File: src/rtl/apb_pkg.sv
// apb_pkg: shared APB master state, command/response types and default widths
package apb_pkg;
  localparam int APB_ADDR_W = 8;
  localparam int APB_DATA_W = 8;
  typedef enum logic [2:0] {RST_MARK, IDLE, SETUP, ACCESS, RESP} apb_mst_state_e;
  typedef struct packed {
    logic                  write;
    logic [APB_ADDR_W-1:0] addr;
    logic [APB_DATA_W-1:0] wdata;
  } apb_cmd_t;
  typedef struct packed {
    logic [APB_DATA_W-1:0] rdata;
    logic                  err;
    logic                  timeout;
  } apb_rsp_t;
endpackage

File: src/rtl/apb_cmd_master_if.sv
// apb_cmd_master_if: command stream, response stream and APB bus bundle
interface apb_cmd_master_if
  import apb_pkg::*;
#(
  parameter int ADDR_W = APB_ADDR_W,
  parameter int DATA_W = APB_DATA_W
);
  logic              cmd_valid;
  logic              cmd_ready;
  logic              cmd_write;
  logic [ADDR_W-1:0] cmd_addr;
  logic [DATA_W-1:0] cmd_wdata;
  logic              rsp_valid;
  logic              rsp_ready;
  logic [DATA_W-1:0] rsp_rdata;
  logic              rsp_err;
  logic              rsp_timeout;
  logic              psel;
  logic              penable;
  logic              pwrite;
  logic [ADDR_W-1:0] paddr;
  logic [DATA_W-1:0] pwdata;
  logic [DATA_W-1:0] prdata;
  logic              pready;
  logic              pslverr;
  modport master (
    input  cmd_valid, cmd_write, cmd_addr, cmd_wdata, rsp_ready, prdata, pready, pslverr,
    output cmd_ready, rsp_valid, rsp_rdata, rsp_err, rsp_timeout, psel, penable, pwrite, paddr, pwdata
  );
  modport slave (
    output cmd_valid, cmd_write, cmd_addr, cmd_wdata, rsp_ready, prdata, pready, pslverr,
    input  cmd_ready, rsp_valid, rsp_rdata, rsp_err, rsp_timeout, psel, penable, pwrite, paddr, pwdata
  );
endinterface

File: src/rtl/apb_cmd_master.sv
// apb_cmd_master: turns a valid/ready command stream into APB transfers with a wait-state timeout
module apb_cmd_master
  import apb_pkg::*;
#(
  parameter int ADDR_W  = APB_ADDR_W,
  parameter int DATA_W  = APB_DATA_W,
  parameter int TIMEOUT = 16
) (
  input logic              pclk,
  input logic              preset_n,
  apb_cmd_master_if.master bus
);
  localparam int CW = TIMEOUT > 0 ? $clog2(TIMEOUT + 1) : 1;
  localparam logic [CW-1:0] LIM = CW'(TIMEOUT == 0 ? 0 : TIMEOUT - 1);
  apb_mst_state_e state;
  logic [CW-1:0]  cnt;
  logic           timed_out;
  assign bus.cmd_ready = state == IDLE;
  assign timed_out = TIMEOUT != 0 && cnt == LIM;
  // transfer sequencer; every bus and response output is a register written here
  always_ff @(posedge pclk or negedge preset_n) begin
    if (!preset_n) begin
      state           <= RST_MARK;
      cnt             <= '0;
      bus.psel        <= 1'b0;
      bus.penable     <= 1'b0;
      bus.pwrite      <= 1'b0;
      bus.paddr       <= '0;
      bus.pwdata      <= '0;
      bus.rsp_valid   <= 1'b0;
      bus.rsp_rdata   <= '0;
      bus.rsp_err     <= 1'b0;
      bus.rsp_timeout <= 1'b0;
    end else begin
      case (state)
        RST_MARK: state <= IDLE;
        IDLE: if (bus.cmd_valid) begin
          state      <= SETUP;
          cnt        <= '0;
          bus.psel   <= 1'b1;
          bus.pwrite <= bus.cmd_write;
          bus.paddr  <= bus.cmd_addr;
          bus.pwdata <= bus.cmd_wdata;
        end
        SETUP: begin
          state       <= ACCESS;
          bus.penable <= 1'b1;
        end
        ACCESS: if (bus.pready || timed_out) begin
          state           <= RESP;
          bus.psel        <= 1'b0;
          bus.penable     <= 1'b0;
          bus.pwrite      <= 1'b0;
          bus.rsp_valid   <= 1'b1;
          bus.rsp_rdata   <= bus.pready && !bus.pwrite ? bus.prdata : '0;
          bus.rsp_err     <= bus.pready ? bus.pslverr : 1'b1;
          bus.rsp_timeout <= !bus.pready;
        end else begin
          cnt <= cnt == '1 ? cnt : cnt + 1'b1;
        end
        RESP: if (bus.rsp_ready) begin
          state         <= IDLE;
          bus.rsp_valid <= 1'b0;
        end
        default: state <= IDLE;
      endcase
    end
  end
endmodule

File: src/flat_wrapper.sv
// flat-port wrapper written by rule: the top's interface ports become plain ports
module apb_cmd_master_flat import apb_pkg::*;
#(
  parameter int ADDR_W  = APB_ADDR_W,
  parameter int DATA_W  = APB_DATA_W,
  parameter int TIMEOUT = 16
)
  (pclk, preset_n, bus_cmd_valid, bus_cmd_write, bus_cmd_addr, bus_cmd_wdata, bus_rsp_ready, bus_prdata, bus_pready, bus_pslverr, bus_cmd_ready, bus_rsp_valid, bus_rsp_rdata, bus_rsp_err, bus_rsp_timeout, bus_psel, bus_penable, bus_pwrite, bus_paddr, bus_pwdata);
  apb_cmd_master_if #(.ADDR_W(ADDR_W), .DATA_W(DATA_W)) bus_i ();
  input logic pclk;
  input logic preset_n;
  input wire logic [$bits(bus_i.cmd_valid)-1:0] bus_cmd_valid;
  input wire logic [$bits(bus_i.cmd_write)-1:0] bus_cmd_write;
  input wire logic [$bits(bus_i.cmd_addr)-1:0] bus_cmd_addr;
  input wire logic [$bits(bus_i.cmd_wdata)-1:0] bus_cmd_wdata;
  input wire logic [$bits(bus_i.rsp_ready)-1:0] bus_rsp_ready;
  input wire logic [$bits(bus_i.prdata)-1:0] bus_prdata;
  input wire logic [$bits(bus_i.pready)-1:0] bus_pready;
  input wire logic [$bits(bus_i.pslverr)-1:0] bus_pslverr;
  output wire logic [$bits(bus_i.cmd_ready)-1:0] bus_cmd_ready;
  output wire logic [$bits(bus_i.rsp_valid)-1:0] bus_rsp_valid;
  output wire logic [$bits(bus_i.rsp_rdata)-1:0] bus_rsp_rdata;
  output wire logic [$bits(bus_i.rsp_err)-1:0] bus_rsp_err;
  output wire logic [$bits(bus_i.rsp_timeout)-1:0] bus_rsp_timeout;
  output wire logic [$bits(bus_i.psel)-1:0] bus_psel;
  output wire logic [$bits(bus_i.penable)-1:0] bus_penable;
  output wire logic [$bits(bus_i.pwrite)-1:0] bus_pwrite;
  output wire logic [$bits(bus_i.paddr)-1:0] bus_paddr;
  output wire logic [$bits(bus_i.pwdata)-1:0] bus_pwdata;
  assign bus_i.cmd_valid = bus_cmd_valid;
  assign bus_i.cmd_write = bus_cmd_write;
  assign bus_i.cmd_addr = bus_cmd_addr;
  assign bus_i.cmd_wdata = bus_cmd_wdata;
  assign bus_i.rsp_ready = bus_rsp_ready;
  assign bus_i.prdata = bus_prdata;
  assign bus_i.pready = bus_pready;
  assign bus_i.pslverr = bus_pslverr;
  assign bus_cmd_ready = bus_i.cmd_ready;
  assign bus_rsp_valid = bus_i.rsp_valid;
  assign bus_rsp_rdata = bus_i.rsp_rdata;
  assign bus_rsp_err = bus_i.rsp_err;
  assign bus_rsp_timeout = bus_i.rsp_timeout;
  assign bus_psel = bus_i.psel;
  assign bus_penable = bus_i.penable;
  assign bus_pwrite = bus_i.pwrite;
  assign bus_paddr = bus_i.paddr;
  assign bus_pwdata = bus_i.pwdata;
  apb_cmd_master #(.ADDR_W(ADDR_W), .DATA_W(DATA_W), .TIMEOUT(TIMEOUT)) u_core (.pclk(pclk), .preset_n(preset_n), .bus(bus_i));
endmodule
File: config.mk
export PLATFORM = sky130hd
export DESIGN_NAME = apb_cmd_master_flat
export DESIGN_NICKNAME = d
export VERILOG_FILES = /design/src/rtl/apb_pkg.sv /design/src/rtl/apb_cmd_master_if.sv /design/src/rtl/apb_cmd_master.sv /design/src/flat_wrapper.sv
export SDC_FILE = /design/constraint.sdc
export NUM_CORES = 1
export LEC_CHECK = 0
export CAP_MARGIN = 20
export CORE_MARGIN = 2
export CORE_UTILIZATION = 40
export CTS_CLUSTER_SIZE = 16
export DETAILED_ROUTE_END_ITERATION = 10
export HOLD_SLACK_MARGIN = 0.05
export PLACE_DENSITY = 0.74
export SLEW_MARGIN = 40
export SYNTH_ARGS = -nofsm -noshare
export SYNTH_HDL_FRONTEND = slang
export SYNTH_SLANG_ARGS = --single-unit
File: constraint.sdc
create_clock -name pclk -period 4 [get_ports pclk]
set_input_delay 0.8 -clock pclk [delete_from_list [all_inputs] [get_ports pclk]]
set_output_delay 0.8 -clock pclk [all_outputs]
set_load 0.03 [all_outputs]
### After elaboration in Yosys (flattened, before gate mapping)

Index checks and enable logic that the tools add are counted.

* memory bits (writable): 0
* latch bits: 0
* bits in read-only memories: 0
* bits in registers: 38
* memories kept: 0

* bitwise operators: 0
* multipliers: 0
* add/sub/neg operators: 1
* $lt $le $gt $ge: 0
* div/mod/pow operators: 0
* equal/unequal tests: 11
* reductions and logical operators: 14
* shift-type cells: 0
* multiplexer cells: 19

Operator list (count)
* 2-to-1 mux 5 bit: 3
* one-hot mux 3 bit (4 select lines): 1
* one-hot mux 5 bit (2 select lines): 1
* 2-to-1 mux 3 bit: 3
* AND reduction 3 bit: 3
* 2-to-1 mux 8 bit: 1
* inequality test 2 bit, second input constant: 4
* one-hot mux 1 bit (2 select lines): 4
* equality test 3 x 2 -> 1 bit, second input constant: 2
* 2-to-1 mux 1 bit: 6
* AND reduction 2 bit: 3
* nonzero test 2 bit: 3
* adder 5 x 1 -> 5 bit, second input constant: 1
* equality test 5 x 4 -> 1 bit, second input constant: 1
* equality test 5 bit, second input constant: 1
* AND reduction 4 bit: 1
* equality test 3 x 1 -> 1 bit, second input constant: 1
* equality test 3 bit, second input constant: 1
* logical NOT 1 bit: 2
* inequality test 2 x 1 -> 1 bit, second input constant: 1
* logical AND 1 bit: 1
* logical OR 1 bit: 1

### Depth between registers and ports, before layout

Gate-level depths: netlist of the first run.

* word-level depth: 4
* gate-level depth with buffers: 7
* depth with buffers taken out: 6

### Worst setup path before layout of the first run

OpenSTA, ideal clock, no wires.

* kind: reg-to-reg
* start point: register u_core.cnt[0]
* end point: register u_core.cnt[4]
* data arrival time: 1764 ps
* setup time: 125 ps
* slack: 2111 ps
* cell stages (with the launch flop): 7
* cells stage by stage: dfrtp_1 ha_1 and3_1 ha_1 nor3_2 a21o_1 mux2_4

* longest elaborated chain between the ends: 4

Ends and longest elaborated chain
* from (decl): RTL line apb_cmd_master.sv:16 `logic [CW-1:0] cnt;`
* from (signal assigned): RTL line apb_cmd_master.sv:59 `cnt <= cnt == '1 ? cnt : cnt + 1'b1;`
* adder 5 x 1 -> 5 bit / equality test 5 x 4 -> 1 bit (equally long branches): RTL line apb_cmd_master.sv:59, apb_cmd_master.sv:19
* 2-to-1 mux 5 bit / logical OR 1 bit (equally long branches): RTL line apb_cmd_master.sv:59, apb_cmd_master.sv:49
* 2-to-1 mux 5 bit / inequality test 2 bit (equally long branches)
* one-hot mux 5 bit (2 select lines) / AND reduction 4 bit (equally long branches)

Parallel ways exist; a longest one is shown, timed or not. The select of a mux whose other input is x is not followed.
A chain may end at the register's enable or synchronous reset.

### Worst setup path in the final report of the first run

* start point: register u_core.state[2]
* end point: output port bus_cmd_ready

* longest elaborated chain between the ends: 1

Ends and longest elaborated chain
* from (decl): RTL line apb_cmd_master.sv:15 `apb_mst_state_e state;`
* from (signal assigned): RTL line apb_cmd_master.sv:23 `state <= RST_MARK;`
* from (signal assigned): RTL line apb_cmd_master.sv:36 `RST_MARK: state <= IDLE;`
* from (signal assigned): RTL line apb_cmd_master.sv:38 `state <= SETUP;`
* equality test 3 x 1 -> 1 bit: RTL line apb_cmd_master.sv:18 `assign bus.cmd_ready = state == IDLE;`
* to (decl): RTL line flat_wrapper.sv:20 `output wire logic [$bits(bus_i.cmd_ready)-1:0] bus_cmd_ready;`

Every way passes these cells.

==> results of run 1 <==
[logic make-up after synthesis]
group	count (synthesis)	synth area share, %
simple gates	32	10.8
compound gates	39	13.7
mux	17	11.9
buf+inv	10	3.43
fa+ha+maj	3	2.29
flops	38	57.9
[cell usage in the layout, fill, tap and decap left out, types with 2 or more instances in the layout]
cell type,count
a21o_1,2
a21oi_1,3
a31oi_1,3
and3_1,2
clkbuf_8,6
clkdlybuf4s50_1,60
dfrtp_1,38
ha_1,3
inv_1,3
mux2_2,16
nand2_1,11
nand2b_1,5
nand3b_1,3
nor2_1,5
o21a_1,2
o21ai_0,23
[stage by stage]
step	cells	util [%]	hold slack, ps	power (W)
after global routing	249	59.2	497	0.00200
after CTS	249	59.1	488	0.00190
after floorplan	139	-	443	0.00125
after detailed placement	243	57.1	469	0.00163
final	249	59.2	472	0.00188
after global placement	243	57.1	463	0.00161
[Yosys cell counts (2+ instances only)]
library cell / count / area, µm²
mux2_2: 16 / 180
inv_1: 3 / 11.3
o21ai_0: 23 / 115
nor2_1: 5 / 18.8
dfrtp_1: 38 / 951
o21a_1: 2 / 15.0
nand2_1: 11 / 41.3
ha_1: 3 / 37.5
a21o_1: 2 / 15.0
buf_4: 3 / 22.5
a31oi_1: 3 / 18.8
nand3b_1: 3 / 22.5
a21oi_1: 3 / 15.0
and3_1: 2 / 12.5
clkbuf_1: 2 / 7.51
nand2b_1: 5 / 31.3
[final timing paths]
check                           startpoint                   end  cells past startpoint
max                        u_core.state[2]         bus_cmd_ready                      3
min                               preset_n       u_core.state[1]                      1
max reg2reg                  u_core.cnt[0]  u_core.bus.rsp_valid                      6
min reg2reg                u_core.bus.psel       u_core.bus.psel                      1
max in group asynchronous         preset_n         u_core.cnt[0]                      1
min in group pclk          u_core.bus.psel       u_core.bus.psel                      1
[area by class of cell]
class | instances | area [µm²] | area share [%]
sequential | 38 | 951 | 40.4
multi-input combinational | 91 | 636 | 27.0
timing repair buffer | 61 | 608 | 25.9
clock buffer | 6 | 82.6 | 3.51
tap | 50 | 62.6 | 2.66
inverter | 3 | 11.3 | 0.479
[registers in the layout, indices dropped and copies added (netlist names)]
register / cells
u_core.bus.psel: 1
u_core.bus.pwrite: 1
u_core.bus.rsp_timeout: 1
u_core.bus.rsp_rdata: 8
u_core.bus.paddr: 8
u_core.bus.penable: 1
u_core.bus.pwdata: 8
u_core.bus.rsp_err: 1
u_core.cnt: 5
u_core.bus.rsp_valid: 1
u_core.state: 3
[layer usage]
metal  vias to the layer above  track usage (%)  part of all wire (%)
met1                       613             22.8                    42
met5                         -                0                     0
met4                         0             5.25                  0.46
li1                        607                -                     -
met3                         4             8.06                   9.8
met2                        65             27.1                    47
[power groups by stage]
| stage | clock network [W] | logic, W | registers (W) |
|---|---|---|---|
| finish | 0.000251 | 0.000964 | 0.000661 |
| global placement | 0 | 0.000948 | 0.000658 |
| global route | 0.000281 | 0.00104 | 0.000686 |
| floorplan | 0 | 0.000331 | 0.000919 |
| CTS | 0.000261 | 0.000976 | 0.000662 |
| detailed placement | 0 | 0.000971 | 0.000663 |
[critical path: stages, from the launching register on]
cell and delay (ps):
dfrtp_1 440, nand2b_1 180, nor2_1 90, clkdlybuf4s50_1 670
==> results.yml, run 1 <==
timing:
  slew_violations: 0
  clock.fmax_ghz: 0.405
  finalHoldViolCount: 0
  rsz0062_at_grt: "false"
  fin_ws_ps: 1530
  setup_viol: 0
  max_slew_margin_pct: 53.2
  tightest_slew_ps: 700
  tns_ps: 0
  min_period_ps: 2470
  fin_crit_sh_pct: 61.7
  fin_skew_ps: 2.94
route:
  vias: 1289
  drtIter0Drc: 82
  wl_per_cell_um: 14.7
  drc: 0
  first_pass_iters: 4
  drtAntennaViolNets: 0
  viasPerCell: 5.18
  drt_wl_total_um: 3660
synthesis:
  synth_area_um2: 1640
  synth_nets: 173
  synth_warnings: 0
  async_flop_share_pct: 100
  synth-edff-count: 0
  yosysUniqueCellTypes: 31
  synth_ff_type: "dfrtp_1"
  synth_cells: 139
  ys_ff_latch: 38
  ys_seq_area_share_pct: 57.9
  syn_avg_cell_area_um2: 11.8
cts:
  cts_tree: "done"
  clkLatencyLatePin_ps: 280
  clkTransAtPathRegs_ps: 70
  cts_resized: 0
  clockBufferDepth: 2
  cts.sink_count: 38
  hold_buffers: 0
  numCtsBuffers: 5
  h-tree-depth: 2
  root_buffer: "clkbuf_8"
  cts_setup_buffers: 0
global_route:
  grt_pass1_wl_um: 6090
  antenna_found_initial: 0
  grt_pass1_vias: 1274
  grt_max_degree: 39
  grt_usage_pct: 17.8
  globalRouteOverflowTotal: 0
power:
  p_clk_share_pct: 13.4
  max-vdd-ir-drop_mv: 0.520
  p_switching_w: 0.000759
  comb_power_share_pct: 51.4
  powerDensity_nw_per_um2: 798
  switching_share_pct: 40.5
  p_int_w: 0.00112
  power.leakage_nw: 0.986
  pwr-share-seq_pct: 35.2
job:
  drv_cap: 0
critical_path:
  cp.arrival_ps: 1670
  r2r_setup_slack_ps: 1860
  path_max_fanout: 8
  endpoint_kind: "output port"
  cp-start-kind: "register"
  crit_type: "register to output port"
  cp.required_ps: 3200
finish:
  drive_above_1_share_pct: 13.6
  syn2layout_area_growth_pct: 43.1
  diodes: 0
  nFillCells: 335
  finalNetCount: 234
  final_area_um2: 2350
place:
  place_congestion: 0.793
  hpwl_um: 2620
  post-place-ws_ps: 1440
  io_buffers: 61
  placed_cell_area_um2: 2270
floorplan:
  dieWidth_um: 68.1
  rows: 23
  die_h_um: 68.1
  start_util_pct: 41.4
  fp.dieArea_um2: 4640
  io_pins: 62
  core-area_um2: 3970
run_status:
  outcome: "completed"
worst_hold_path:
  hold_class: "input port to async pin"
No activity file was read; power rests on OpenSTA's default activity.
==> run 2: changes to the inputs <==
--- a/config.mk
+++ b/config.mk
@@ -7,11 +7,11 @@
 export LEC_CHECK = 0
 export CAP_MARGIN = 20
 export CORE_MARGIN = 2
-export CORE_UTILIZATION = 40
+export CORE_UTILIZATION = 39
 export CTS_CLUSTER_SIZE = 16
 export DETAILED_ROUTE_END_ITERATION = 10
 export HOLD_SLACK_MARGIN = 0.05
-export PLACE_DENSITY = 0.74
+export PLACE_DENSITY = 0.75
 export SLEW_MARGIN = 40
 export SYNTH_ARGS = -nofsm -noshare
 export SYNTH_HDL_FRONTEND = slang
==> constraint.sdc (replaced) <==
create_clock -name pclk -period 2 [get_ports pclk]
set_input_delay 0.4 -clock pclk [delete_from_list [all_inputs] [get_ports pclk]]
set_output_delay 0.4 -clock pclk [all_outputs]
set_load 0.03 [all_outputs]
==> run 2 against run 1 <==
  * Sequential power increased by 98%
  * Worst setup slack got worse by 1400 ps
  * Combinational power increased by 110%
  * First-iteration DRC count decreased by 23%
  * Critical path depth increased by 3
  * Global-route usage decreased by 0.57 points
  * Clock skew about the same
  * Sequential share of layout area decreased by 1.3 points
  * Via count increased by 0.93%
  * Register-to-register slack got worse by 1700 ps
  * Sequential cell count unchanged
  * Critical path type is now register to register
  * Largest cell class unchanged
  * Highest routed layer unchanged
==> results.yml, run 2 (synthesized netlist as in run 1, its figures left out) <==
critical_path:
  crit_type: "register to register"
  path_cells: "ha_1 > and3_1 > ha_1 > nor3_2 > a21o_1 > mux2_4"
  endpoint_kind: "register"
  cp.arrival_ps: 2030
  cp.required_ps: 2170
  path_common_cell: "ha_1"
  critical-path-slowest-cell: "dfrtp_1"
  slowest_delay_ps: 400
  path_max_fanout: 5
  cp-start-kind: "register"
job:
  drv_cap: 0
cts:
  hold_buffers: 0
  root_buffer: "clkbuf_8"
  h-tree-depth: 2
  numCtsBuffers: 5
  cts_setup_buffers: 0
  cts.sink_count: 38
  cts_tree: "done"
  cts_resized: 1
  clkTransAtPathRegs_ps: 70
  clockBufferDepth: 2
  clkLatencyLatePin_ps: 290
power:
  max-vdd-ir-drop_mv: 0.841
  powerDensity_nw_per_um2: 1620
  power.leakage_nw: 1.03
global_route:
  grt_pass1_wl_um: 5870
  grt_max_degree: 39
  grt_pass1_vias: 1285
  globalRouteOverflowTotal: 0
  grt_usage_pct: 17.2
  antenna_found_initial: 0
place:
  placed_cell_area_um2: 2320
  hpwl_um: 2660
  place_congestion: 0.753
  dpl.cell_count: 248
  post-place-ws_ps: 146
  io_buffers: 61
route:
  vias: 1301
  wl_per_cell_um: 14.2
  drtAntennaViolNets: 0
  drt_wl_total_um: 3610
  viasPerCell: 5.10
  first_pass_iters: 4
  drc: 0
  drtIter0Drc: 63
timing:
  fin_skew_ps: 3.21
  min_period_ps: 1860
  fin_ws_ps: 144
  max_slew_margin_pct: 68.2
  tns_ps: 0
  setup_viol: 0
  fin_crit_sh_pct: 92.8
  slew_violations: 0
  finalHoldViolCount: 0
  clock.fmax_ghz: 0.539
  tightest_slew_ps: 477
  rsz0062_at_grt: "false"
floorplan:
  io_pins: 62
  start_util_pct: 40.8
  dieWidth_um: 68.9
  die_h_um: 68.9
  rows: 23
  fp.dieArea_um2: 4750
  core-area_um2: 4030
finish:
  final_cell_mix: "clkdlybuf4s50_1, dfrtp_1, o21ai_0"
  diodes: 0
  fin_cells: 255
  drive_above_1_share_pct: 16.1
  nFillCells: 330
  final_area_um2: 2430
  finalNetCount: 239
  reg.largest.list: "u_core.bus.paddr x8, u_core.bus.pwdata x8, u_core.bus.rsp_rdata x8"
  syn2layout_area_growth_pct: 47.9
  final_common_cell: "clkdlybuf4s50_1"
worst_hold_path:
  hold_class: "input port to async pin"
run_status:
  outcome: "completed"
-- run 2: changes by cell type in the layout (fill, tap and decap cells not counted) --
cell             before  now
buf_4                 1    5
bufinv_16             0    1
buf_12                0    1
dlygate4sd2_1         0    1
clkdlybuf4s50_1      60   59
-- run 2: final cells by class --
| class | count | area (µm²) | share of cell area [%] |
|---|---|---|---|
| flip-flops and latches | 38 | 951 | 39.1 |
| repair buffers | 66 | 657 | 27.0 |
| multi-input cells | 91 | 636 | 26.2 |
| clock buffers | 6 | 82.6 | 3.40 |
| well taps | 50 | 62.6 | 2.57 |
| clock inverters | 1 | 30.0 | 1.24 |
| inverters | 3 | 11.3 | 0.463 |
-- run 2: where the power goes --
part / internal [W] / total, W / switching [W]
Sequential: 0.00110 / 0.00131 / 0.000212
Combinational: 0.000903 / 0.00198 / 0.00107
Clock: 0.000399 / 0.000656 / 0.000257
Total: 0.00240 / 0.00394 / 0.00154
-- run 2: metrics by stage --
| stage | total power, W | util (%) | hold WS, ps |
|---|---|---|---|
| final | 0.00394 | 60.3 | 62.8 |
| after global routing | 0.00419 | 60.3 | 94.2 |
| after CTS | 0.00398 | 60.2 | 246 |
| after detailed placement | 0.00333 | 57.5 | 473 |
| after global placement | 0.00326 | 57.5 | 466 |
| after floorplan | 0.00250 | - | 104 |
-- run 2: final timing paths --
path                               start               to  slack (ps)  cells after the start
max                        u_core.cnt[0]    u_core.cnt[4]         140                      6
max reg2reg                u_core.cnt[0]    u_core.cnt[4]         140                      6
min in group pclk          u_core.cnt[3]    u_core.cnt[3]         480                      1
max in group asynchronous       preset_n    u_core.cnt[3]        1600                      1
min                             preset_n  u_core.state[1]          60                      1
min reg2reg                u_core.cnt[3]    u_core.cnt[3]         480                      1
-- run 2: worst max-delay path: cells and delay by family (launching register included) --
family | cells | cell delay [ps]
simple gates | 2 | 360
flops | 1 | 400
compound gates | 1 | 220
mux | 1 | 310
fa+ha+maj | 2 | 470
-- run 2: metal layers --
metal	global-route usage [%]	wire, µm	up-vias
met5	0	0	-
li1	-	-	622
met4	8.09	70	0
met2	26.6	1660	54
met1	20.9	1490	617
met3	7.14	391	8
==> run 3: changes to the inputs <==
--- a/config.mk
+++ b/config.mk
@@ -7,11 +7,11 @@
 export LEC_CHECK = 0
 export CAP_MARGIN = 20
 export CORE_MARGIN = 2
-export CORE_UTILIZATION = 39
+export CORE_UTILIZATION = 40
 export CTS_CLUSTER_SIZE = 16
 export DETAILED_ROUTE_END_ITERATION = 10
 export HOLD_SLACK_MARGIN = 0.05
-export PLACE_DENSITY = 0.75
+export PLACE_DENSITY = 0.74
 export SLEW_MARGIN = 40
 export SYNTH_ARGS = -nofsm -noshare
 export SYNTH_HDL_FRONTEND = slang
==> constraint.sdc (replaced) <==
create_clock -name pclk -period 1.85 [get_ports pclk]
set_input_delay 0.37 -clock pclk [delete_from_list [all_inputs] [get_ports pclk]]
set_output_delay 0.37 -clock pclk [all_outputs]
set_load 0.03 [all_outputs]
==> run 3 against run 2 <==
  * Fmax up 6.2%
  * Combinational power up 14%
  * Worst hold slack better by 50 ps
  * Critical path type unchanged
==> results.yml, run 3 (synthesized netlist as in run 1, its figures left out) <==
power:
  pwr-share-seq_pct: 31.6
  p_switching_w: 0.00168
  p_int_w: 0.00265
  power.leakage_nw: 1.06
  power_w: 0.00434
  switching_share_pct: 38.8
  max-vdd-ir-drop_mv: 1.10
  comb_power_share_pct: 52.0
  p_clk_share_pct: 16.4
  powerDensity_nw_per_um2: 1740
route:
  wl_met2_um: 1910
  viasPerCell: 5.15
  drc: 0
  first_pass_iters: 4
  vias: 1344
  drtAntennaViolNets: 0
  drtIter0Drc: 39
  drt_wl_total_um: 3720
  wl_met3_um: 303
  maxUsedRoutingLayer: "met4"
  wl_per_cell_um: 14.3
  wl_met1_um: 1450
global_route:
  grt_max_degree: 39
  globalRouteOverflowTotal: 0
  grt_usage_pct: 17.7
  grt_pass1_vias: 1311
  antenna_found_initial: 0
  grt_pass1_wl_um: 5890
critical_path:
  cp-start-kind: "register"
  crit_type: "register to register"
  endpoint_kind: "register"
  r2r_setup_slack_ps: 100
  path_max_fanout: 3
  cp.arrival_ps: 1920
  cp.required_ps: 2030
floorplan:
  rows: 23
  core-area_um2: 3970
  fp.dieArea_um2: 4640
  start_util_pct: 41.4
  io_pins: 62
  die_h_um: 68.1
  dieWidth_um: 68.1
place:
  hpwl_um: 2720
  dpl.cell_count: 253
  place_congestion: 0.707
  io_buffers: 61
cts:
  hold_buffers: 0
  clockBufferDepth: 2
  cts_tree: "done"
  root_buffer: "clkbuf_8"
  cts.sink_count: 38
  clkLatencyLatePin_ps: 290
  clkTransAtPathRegs_ps: 70
  h-tree-depth: 2
  numCtsBuffers: 5
timing:
  rsz0062_at_grt: "false"
  fin_crit_sh_pct: 94.4
  max_slew_margin_pct: 68.7
  fin_skew_ps: 2.40
  tightest_slew_ps: 469
  tns_ps: 0
  min_period_ps: 1750
  setup_viol: 0
  hold_slack_ps: 113
  finalHoldViolCount: 0
  clock.fmax_ghz: 0.572
  slew_violations: 0
finish:
  reg.largest.list: "u_core.bus.paddr x8, u_core.bus.pwdata x8, u_core.bus.rsp_rdata x8"
  finalNetCount: 245
  nFillCells: 313
  syn2layout_area_growth_pct: 51.8
  final_util_pct: 62.8
  final_common_cell: "clkdlybuf4s50_1"
  seqCellArea_um2: 951
  multi_input_area_um2: 657
  drive_above_1_share_pct: 20.4
  fin_cells: 261
  diodes: 0
  final_cell_mix: "clkdlybuf4s50_1, dfrtp_1, o21ai_0"
worst_hold_path:
  hold_class: "input port to async pin"
job:
  drv_cap: 0
run_status:
  outcome: "completed"
## run 3: timing repair
action | 4_1_cts | 5_1_grt
pin swaps | 0 | 1
gates resized for setup | 2 | 4
setup endpoints to repair | 11 | 13
buffers inserted | 0 | 1
## run 3: critical path, stage by stage, from the launching register on
cell	delay, ps
dfrtp_1	390
ha_2	200
and3_1	200
ha_2	190
nor3_4	180
a21o_1	170
mux2_4	300
## run 3: final cells by class
cell class	instances	share of cell area (%)
clock buffers	6	3.31
multi-input cells	91	26.3
flip-flops and latches	38	38.1
inverters	3	0.452
repair buffers	72	28.0
clock inverters	1	1.20
well taps	50	2.51
## run 3: final timing paths
| kind | startpoint | depth (start not counted) | end |
|---|---|---|---|
| max reg2reg | u_core.cnt[0] | 6 | u_core.cnt[4] |
| max | u_core.cnt[0] | 6 | u_core.cnt[4] |
| min in group pclk | u_core.cnt[3] | 1 | u_core.cnt[3] |
| max in group asynchronous | preset_n | 2 | u_core.cnt[2] |
| min | preset_n | 2 | u_core.bus.paddr[5] |
| min reg2reg | u_core.cnt[3] | 1 | u_core.cnt[3] |
## run 3: per-layer routing
metal	vias up	global-route usage [%]
met5	-	0
met4	0	7.50
met3	7	8.55
met2	48	27.4
met1	648	21.0
li1	641	-
## run 3: stage by stage
| stage | area (µm²) | setup WS (ps) |
|---|---|---|
| final | 2490 | 103 |
| after detailed placement | 2360 | -68.8 |
| after CTS | 2470 | 9.33 |
| after floorplan | 1650 | 0.406 |
| after global routing | 2490 | 32.3 |
| after global placement | 2360 | 36.0 |
## run 3: power by group through the flow
stage / logic, W / registers [W] / clock network (W)
floorplan: 0.000717 / 0.00199 / 0
global placement: 0.00221 / 0.00138 / 0
detailed placement: 0.00226 / 0.00139 / 0
CTS: 0.00226 / 0.00138 / 0.000736
global route: 0.00241 / 0.00142 / 0.000768
finish: 0.00226 / 0.00137 / 0.000711
